### config.mk
export PLATFORM = sky130hd
export DESIGN_NAME = pedal_blip_conditioner
export DESIGN_NICKNAME = d
export VERILOG_FILES = /design/src/rtl/pedal_blip_conditioner.sv
export SDC_FILE = /design/constraint.sdc
export NUM_CORES = 1
export LEC_CHECK = 0
export BUFFER_PORTS_ARGS = -buffer_cell sky130_fd_sc_hd__buf_2
export CORE_MARGIN = 4
export CORE_UTILIZATION = 35
export CTS_CLUSTER_DIAMETER = 120
export DETAILED_ROUTE_END_ITERATION = 7
export GPL_ROUTABILITY_DRIVEN = 0
export MAX_ROUTING_LAYER = met4
export SETUP_SLACK_MARGIN = 0.5
export SYNTH_ARGS = -nofsm -noshare
export SYNTH_HDL_FRONTEND = slang
export SYNTH_SLANG_ARGS = --single-unit
### constraint.sdc
create_clock -name clk50M -period 3 [get_ports clk50M]
set_clock_uncertainty 0.2 [all_clocks]
set_input_delay 0.6 -clock clk50M [delete_from_list [all_inputs] [get_ports clk50M]]
set_output_delay 0.6 -clock clk50M [all_outputs]
set_load 0.005 [all_outputs]
### src/rtl/pedal_blip_conditioner.sv
// pedal_blip_conditioner
//   Cleans up the raw pedal-crank hall sensor for the cadence calculator.
//   The sensor is synchronised, debounced, and rising edges that arrive
//   faster than a human can pedal are rejected. Every accepted rising edge
//   produces a one-cycle strobe plus a stretched blip, and the blip-to-blip
//   period and a pedaling flag are reported for the assist logic.
//
//   reset_n is asserted asynchronously; its release is expected to be
//   synchronous to clk50M (provided by the upstream reset generator).
//
// Ports
//   clk50M        in   system clock
//   reset_n       in   asynchronous active-low reset
//   sensor_raw    in   raw hall sensor, asynchronous to clk50M
//   blips_out     out  clean blip, high PULSE_CYC cycles per accepted edge
//   blip_pulse    out  one-cycle strobe per accepted edge
//   period_out    out  cycles between the last two accepted edges (0 = stopped)
//   period_valid  out  one-cycle strobe when period_out updates
//   pedaling      out  high while edges keep arriving within TIMEOUT_CYC
//   glitch_cnt    out  saturating count of rejected (too-fast) edges
//
// Debounce FSM
//   state     | meaning
//   ----------+-----------------------------------------------------------
//   LOW       | sensor settled low, waiting for a high level
//   RISE_CHK  | sensor went high, must stay high DEBOUNCE_CYC cycles
//   HIGH      | sensor settled high, waiting for a low level
//   FALL_CHK  | sensor went low, must stay low DEBOUNCE_CYC cycles

module pedal_blip_conditioner #(
  parameter int unsigned DEBOUNCE_CYC   = 50_000,
  parameter int unsigned MIN_PERIOD_CYC = 2_500_000,
  parameter int unsigned TIMEOUT_CYC    = 100_000_000,
  parameter int unsigned PULSE_CYC      = 1_000,
  parameter int unsigned PERIOD_W       = 27
) (
  input  logic                clk50M,
  input  logic                reset_n,
  input  logic                sensor_raw,
  output logic                blips_out,
  output logic                blip_pulse,
  output logic [PERIOD_W-1:0] period_out,
  output logic                period_valid,
  output logic                pedaling,
  output logic [7:0]          glitch_cnt
);

  localparam int DEB_W = $clog2(DEBOUNCE_CYC + 1);
  localparam int PUL_W = $clog2(PULSE_CYC + 1);

  localparam logic [DEB_W-1:0]    DEB_LAST  = DEB_W'(DEBOUNCE_CYC - 1);
  localparam logic [PUL_W-1:0]    PUL_LOAD  = PUL_W'(PULSE_CYC - 1);
  localparam logic [PERIOD_W-1:0] TIMEOUT_V = PERIOD_W'(TIMEOUT_CYC);
  localparam logic [PERIOD_W-1:0] MIN_V     = PERIOD_W'(MIN_PERIOD_CYC);

  typedef enum logic [1:0] {
    ST_LOW,
    ST_RISE_CHK,
    ST_HIGH,
    ST_FALL_CHK
  } state_t;

  state_t              r_state;
  logic                r_sync1;
  logic                r_sync2;
  logic [DEB_W-1:0]    r_deb_cnt;

  logic                r_blips;
  logic                r_blip_pulse;
  logic [PUL_W-1:0]    r_pulse_cnt;
  logic [PERIOD_W-1:0] r_since_last;
  logic [PERIOD_W-1:0] r_period;
  logic                r_period_valid;
  logic                r_pedaling;
  logic [7:0]          r_glitch_cnt;

  logic                w_rise_evt;
  logic [PERIOD_W-1:0] w_since_inc;
  logic                w_accept;
  logic                w_timeout;

  // Synchroniser and debounce FSM.
  always_ff @(posedge clk50M or negedge reset_n) begin
    if (!reset_n) begin
      r_sync1   <= 1'b0;
      r_sync2   <= 1'b0;
      r_state   <= ST_LOW;
      r_deb_cnt <= '0;
    end else begin
      r_sync1 <= sensor_raw;
      r_sync2 <= r_sync1;
      case (r_state)
        ST_LOW: begin
          if (r_sync2) begin
            r_state   <= ST_RISE_CHK;
            r_deb_cnt <= '0;
          end
        end
        ST_RISE_CHK: begin
          if (!r_sync2)                  r_state   <= ST_LOW;
          else if (r_deb_cnt == DEB_LAST) r_state   <= ST_HIGH;
          else                           r_deb_cnt <= r_deb_cnt + DEB_W'(1);
        end
        ST_HIGH: begin
          if (!r_sync2) begin
            r_state   <= ST_FALL_CHK;
            r_deb_cnt <= '0;
          end
        end
        ST_FALL_CHK: begin
          if (r_sync2)                   r_state   <= ST_HIGH;
          else if (r_deb_cnt == DEB_LAST) r_state   <= ST_LOW;
          else                           r_deb_cnt <= r_deb_cnt + DEB_W'(1);
        end
        default: r_state <= ST_LOW;
      endcase
    end
  end

  // The rise event is decoded in the same cycle the FSM commits to HIGH so
  // the accepted edge shows up on the outputs one cycle later.
  assign w_rise_evt = (r_state == ST_RISE_CHK) && r_sync2 && (r_deb_cnt == DEB_LAST);

  // Elapsed time including the current cycle; this is what a period ending
  // now measures, so edges N cycles apart report exactly N.
  assign w_since_inc = (r_since_last == TIMEOUT_V) ? TIMEOUT_V
                                                    : r_since_last + PERIOD_W'(1);
  assign w_accept    = w_rise_evt && (!r_pedaling || (w_since_inc >= MIN_V));
  assign w_timeout   = r_pedaling && (r_since_last == TIMEOUT_V);

  always_ff @(posedge clk50M or negedge reset_n) begin
    if (!reset_n) begin
      r_blips        <= 1'b0;
      r_blip_pulse   <= 1'b0;
      r_pulse_cnt    <= '0;
      r_since_last   <= TIMEOUT_V;
      r_period       <= '0;
      r_period_valid <= 1'b0;
      r_pedaling     <= 1'b0;
      r_glitch_cnt   <= '0;
    end else begin
      r_blip_pulse   <= 1'b0;
      r_period_valid <= 1'b0;
      r_since_last   <= w_since_inc;

      // An accepted edge takes priority over a coincident timeout.
      if (w_accept) begin
        r_blip_pulse <= 1'b1;
        r_since_last <= '0;
        if (r_pedaling) begin
          r_period       <= w_since_inc;
          r_period_valid <= 1'b1;
        end else begin
          r_pedaling <= 1'b1;
        end
      end else begin
        if (w_rise_evt && (r_glitch_cnt != 8'hFF))
          r_glitch_cnt <= r_glitch_cnt + 8'd1;
        if (w_timeout) begin
          r_pedaling     <= 1'b0;
          r_period       <= '0;
          r_period_valid <= 1'b1;
        end
      end

      // Stretcher: down-counter loaded on accept, blip drops at terminal count.
      if (w_accept) begin
        r_blips     <= 1'b1;
        r_pulse_cnt <= PUL_LOAD;
      end else if (r_blips) begin
        if (r_pulse_cnt == '0) r_blips     <= 1'b0;
        else                   r_pulse_cnt <= r_pulse_cnt - PUL_W'(1);
      end
    end
  end

  assign blips_out    = r_blips;
  assign blip_pulse   = r_blip_pulse;
  assign period_out   = r_period;
  assign period_valid = r_period_valid;
  assign pedaling     = r_pedaling;
  assign glitch_cnt   = r_glitch_cnt;

endmodule

==> impl_results.md <==
- Congestion Overflow GR: 0
- RSZ-0062 raised after global routing: true
- Netlist cell types: 65
- CTS tree: yes
- Min cycle time layout: 3060 ps
- Cells along the critical path: nand4_4 > buf_6 > nor4_4 > buf_4 > and3_4 > mux2i_2 > a41oi_2 > a311oi_4 > buf_6 > clkbuf_16 > o31ai_1 > a21o_1
- H-tree depth: 3
- CP startpoint kind: flip-flop
- HPWL Detailed: 8.90 mm
- Syn Area/Cell: 9.88 µm²
- CP max-delay cell: dfstp_2
- CP max stage delay: 560 ps
- First drt pass iteration count: 4
- Starting density of the core: 35.7%
- Final core occ: 45.8%
- Sw Pwr: 550 µW
- Post-synth EDFFs: 0
- Max VDD drop: 0.000217 V
- Final Hold Vio Count: 0
- Comb power frac: 1.9%
- Final wirelength: 12.7 mm
- Vias/cell: 5.21
- Max Freq: 326 MHz
- Yosys top cell area share: 40.7%
- FF+latch count, synth: 96
- Post-Syn Area: 0.00517 mm²
- Fillers: 1328
- Most common flop cell mapped by yosys: dfrtp_1
- Outcome: complete, but fails checks
- Clock sinks: 96
- Clk pwr share: 47.7%
- Area delta synth->final: 28.4%
- Slew @ Worst Pin: 810 ps
- Crit path DAT: 3100 ps
- Max Slew Vio Count: 0
- Clock buffer count from CTS: 9
- Setup TNS Final: -912 ps
- LEAKAGE: 0.00322 µW
- Crit path max fanout: 9
- Post-Syn Instances: 523
- Die area: 0.0168 mm²
- Yosys warns: 0
- WL/cell: 15.7 µm
- Critical Path RT: 3040 ps
- Total GRT Usage: 16.0%
- Antenna diodes: 0
- Num rows: 44
- Largest net degree at the start of global routing: 47
- Post-CTS Hold Fix Bufs: 0
- Clk_lat worst skew: 350 ps
- Total number of vias: 4200
- Worst hold path class: input pin to async pin
- Worst-path clk slew: 70 ps
- Post-route setup slack: -64.2 ps
- Finished Layout Cells: 806
- Worst setup EP type: flip-flop
- Drt drc: 0
- Rel. slew slack: 45.8%
- First-pass GRT wire length: 20.8 mm
- Failing checks: setup timing
- Initial antenna violation count: 0
- Port Buf Inserts: 41
- Cell taking the most area after synthesis: dfrtp_1
- Placed Instances: 780
- Most frequent CP cell: buf_6
- Final net count: 625
- Ys async rst share: 100%
- Sequential fraction of design power: 50.4%
- Fin crit share: 102%
- Crit path buf inv count: 4
- Design Power: 2600 µW
- Core Footprint: 0.0145 mm²
- Switch share: 21.2%
- I/O pin total: 42
- Die Y-Extent: 130 µm
- Setup Viol. Count Final: 23
- PwrDens: 391 mW/mm²
- Syn_nets: 531
- Critical path class: flip-flop to flip-flop
- Max_cap viols: 0
- Fraction of layout cells with a size suffix above 1: 33.3%
- DIE WIDTH: 130 µm
- Top cells by area, synth: dfrtp_1 41%, dfstp_2 6.1%, xnor2_1 5.1%
- Vias in the first global route: 4112
- Internal Power: 2050 µW
- CTS Root Cell: clkbuf_16
- WHS: 53.8 ps
- ANT nets after route: 0
- DR iter-0 viols: 172
- Register area share after synthesis: 46.8%
- Delay-heaviest family, CP: compound AO/OA/AOI/OAI gates
- CTS max path bufs: 2
==> per-layer routing <==
layer | share of wire, % | wire [µm] | global-route usage (%)
met2 | 49 | 6200 | 25.3
met3 | 3.4 | 436 | 2.23
met1 | 46 | 5790 | 20.8
met5 | 0 | 0 | -
met4 | 2.0 | 252 | 6.36
==> path summary, 6_finish.rpt <==
| check | slack (ps) | start | cells after the start | endpoint |
|---|---|---|---|---|
| hold / removal | 50 | reset_n | 1 | glitch_cnt[7]$_DFFE_PN0P_ |
| hold reg to reg | 160 | r_sync1$_DFF_PN0_ | 0 | r_sync2$_DFF_PN0_ |
| setup / recovery | -60 | r_since_last[8]$_DFF_PN1_ | 12 | period_out[20]$_DFFE_PN0P_ |
| min in group clk50M | 160 | r_sync1$_DFF_PN0_ | 0 | r_sync2$_DFF_PN0_ |
| max in group asynchronous | 1800 | reset_n | 2 | r_since_last[8]$_DFF_PN1_ |
| setup reg to reg | -60 | r_since_last[8]$_DFF_PN1_ | 12 | period_out[20]$_DFFE_PN0P_ |
==> worst reg2reg max path, cell delays in order, from the launching register on <==
cell       delay (ps)
dfstp_2           560
nand4_4           120
buf_6             160
nor4_4            130
buf_4             170
and3_4            190
mux2i_2           300
a41oi_2           190
a311oi_4          340
buf_6             170
clkbuf_16         170
o31ai_1            80
a21o_1            170
==> cell type report <==
type	count	area, µm²	share of cell area [%]
Clock buffer	9	225	3.39
Inverter	16	67.6	1.02
Timing Repair Buffer	109	791	11.9
Clock inverter	7	95.1	1.43
Tap cell	184	230	3.47
Sequential cell	96	2420	36.5
Multi-Input combinational cell	385	2810	42.3
==> flip-flops by register name, indices dropped and copies added, names as in the netlist, 8 cells and up, named ones only <==
| register | count |
|---|---|
| period_out | 27 |
| r_since_last | 27 |
| r_deb_cnt | 16 |
| r_pulse_cnt | 10 |
| glitch_cnt | 8 |
==> Yosys cell counts (all sizes together) (3+ instances only) <==
cell type / instances
or3: 3
dfstp: 12
o22ai: 3
a21o: 25
inv: 16
nand4: 14
and2: 6
xnor2: 30
and4: 4
mux2i: 4
o31ai: 19
ha: 5
nor3: 8
dfrtp: 84
nor2: 59
nor4: 12
buf: 14
nand3: 31
nor2b: 6
o21ai: 5
or4: 3
and3: 12
xor2: 26
a21oi: 9
nand2: 61
o2bb2ai: 6
clkbuf: 12
==> cell families after synthesis <==
logic type	share of synthesized area, %
AND/OR/NAND/NOR	23.8
flip-flops	46.8
AO/OA/AOI/OAI	13.3
XOR/XNOR	9.49
buffers and inverters	4.14
multiplexers	1.21
adder cells (fa/ha/maj)	1.21
==> placed cells by master (no fill, tap or decap), types with 4 or more instances in the layout <==
cell and instances:
buf_4 60, clkbuf_16 10, dfstp_2 12, nor3_1 7, buf_2 40, a21o_1 25
ha_1 4, o2bb2ai_2 4, and2_1 4, a21oi_1 6, xor2_1 24, nand3_1 24
buf_6 6, nand4_1 13, nor2_2 9, nor4_1 8, nand3_2 4, nor2b_1 6
xnor2_1 28, and3_1 11, nand2_1 57, inv_1 14, nor2_1 50, dfrtp_1 82
o31ai_1 17
==> power by group through the flow <==
stage	registers, µW	logic [µW]	clock network, µW
2_1_floorplan	1330	16.4	0
3_3_place_gp	1330	50.4	0
3_5_place_dp	1330	52.2	0
4_1_cts	1310	52.3	1270
5_1_grt	1310	59.4	1320
6_report	1310	49.8	1240
==> what timing repair did <==
action,CTS,global route
gates cloned,1,1
endpoints found under the setup margin,83,83
resized for setup,24,19
endpoints found under the hold margin,0,0
pin swaps,14,17
setup buffers,5,3
==> through the flow <==
| step | setup slack [ps] | area, µm² |
|---|---|---|
| final | -64.2 | 6640 |
| after global routing | -164 | 6640 |
| after CTS | -18.9 | 6510 |
| after detailed placement | -142 | 6020 |
| after global placement | -65.9 | 6020 |
| after floorplan | -61.5 | 5290 |
(Power assumes the default switching activity.)
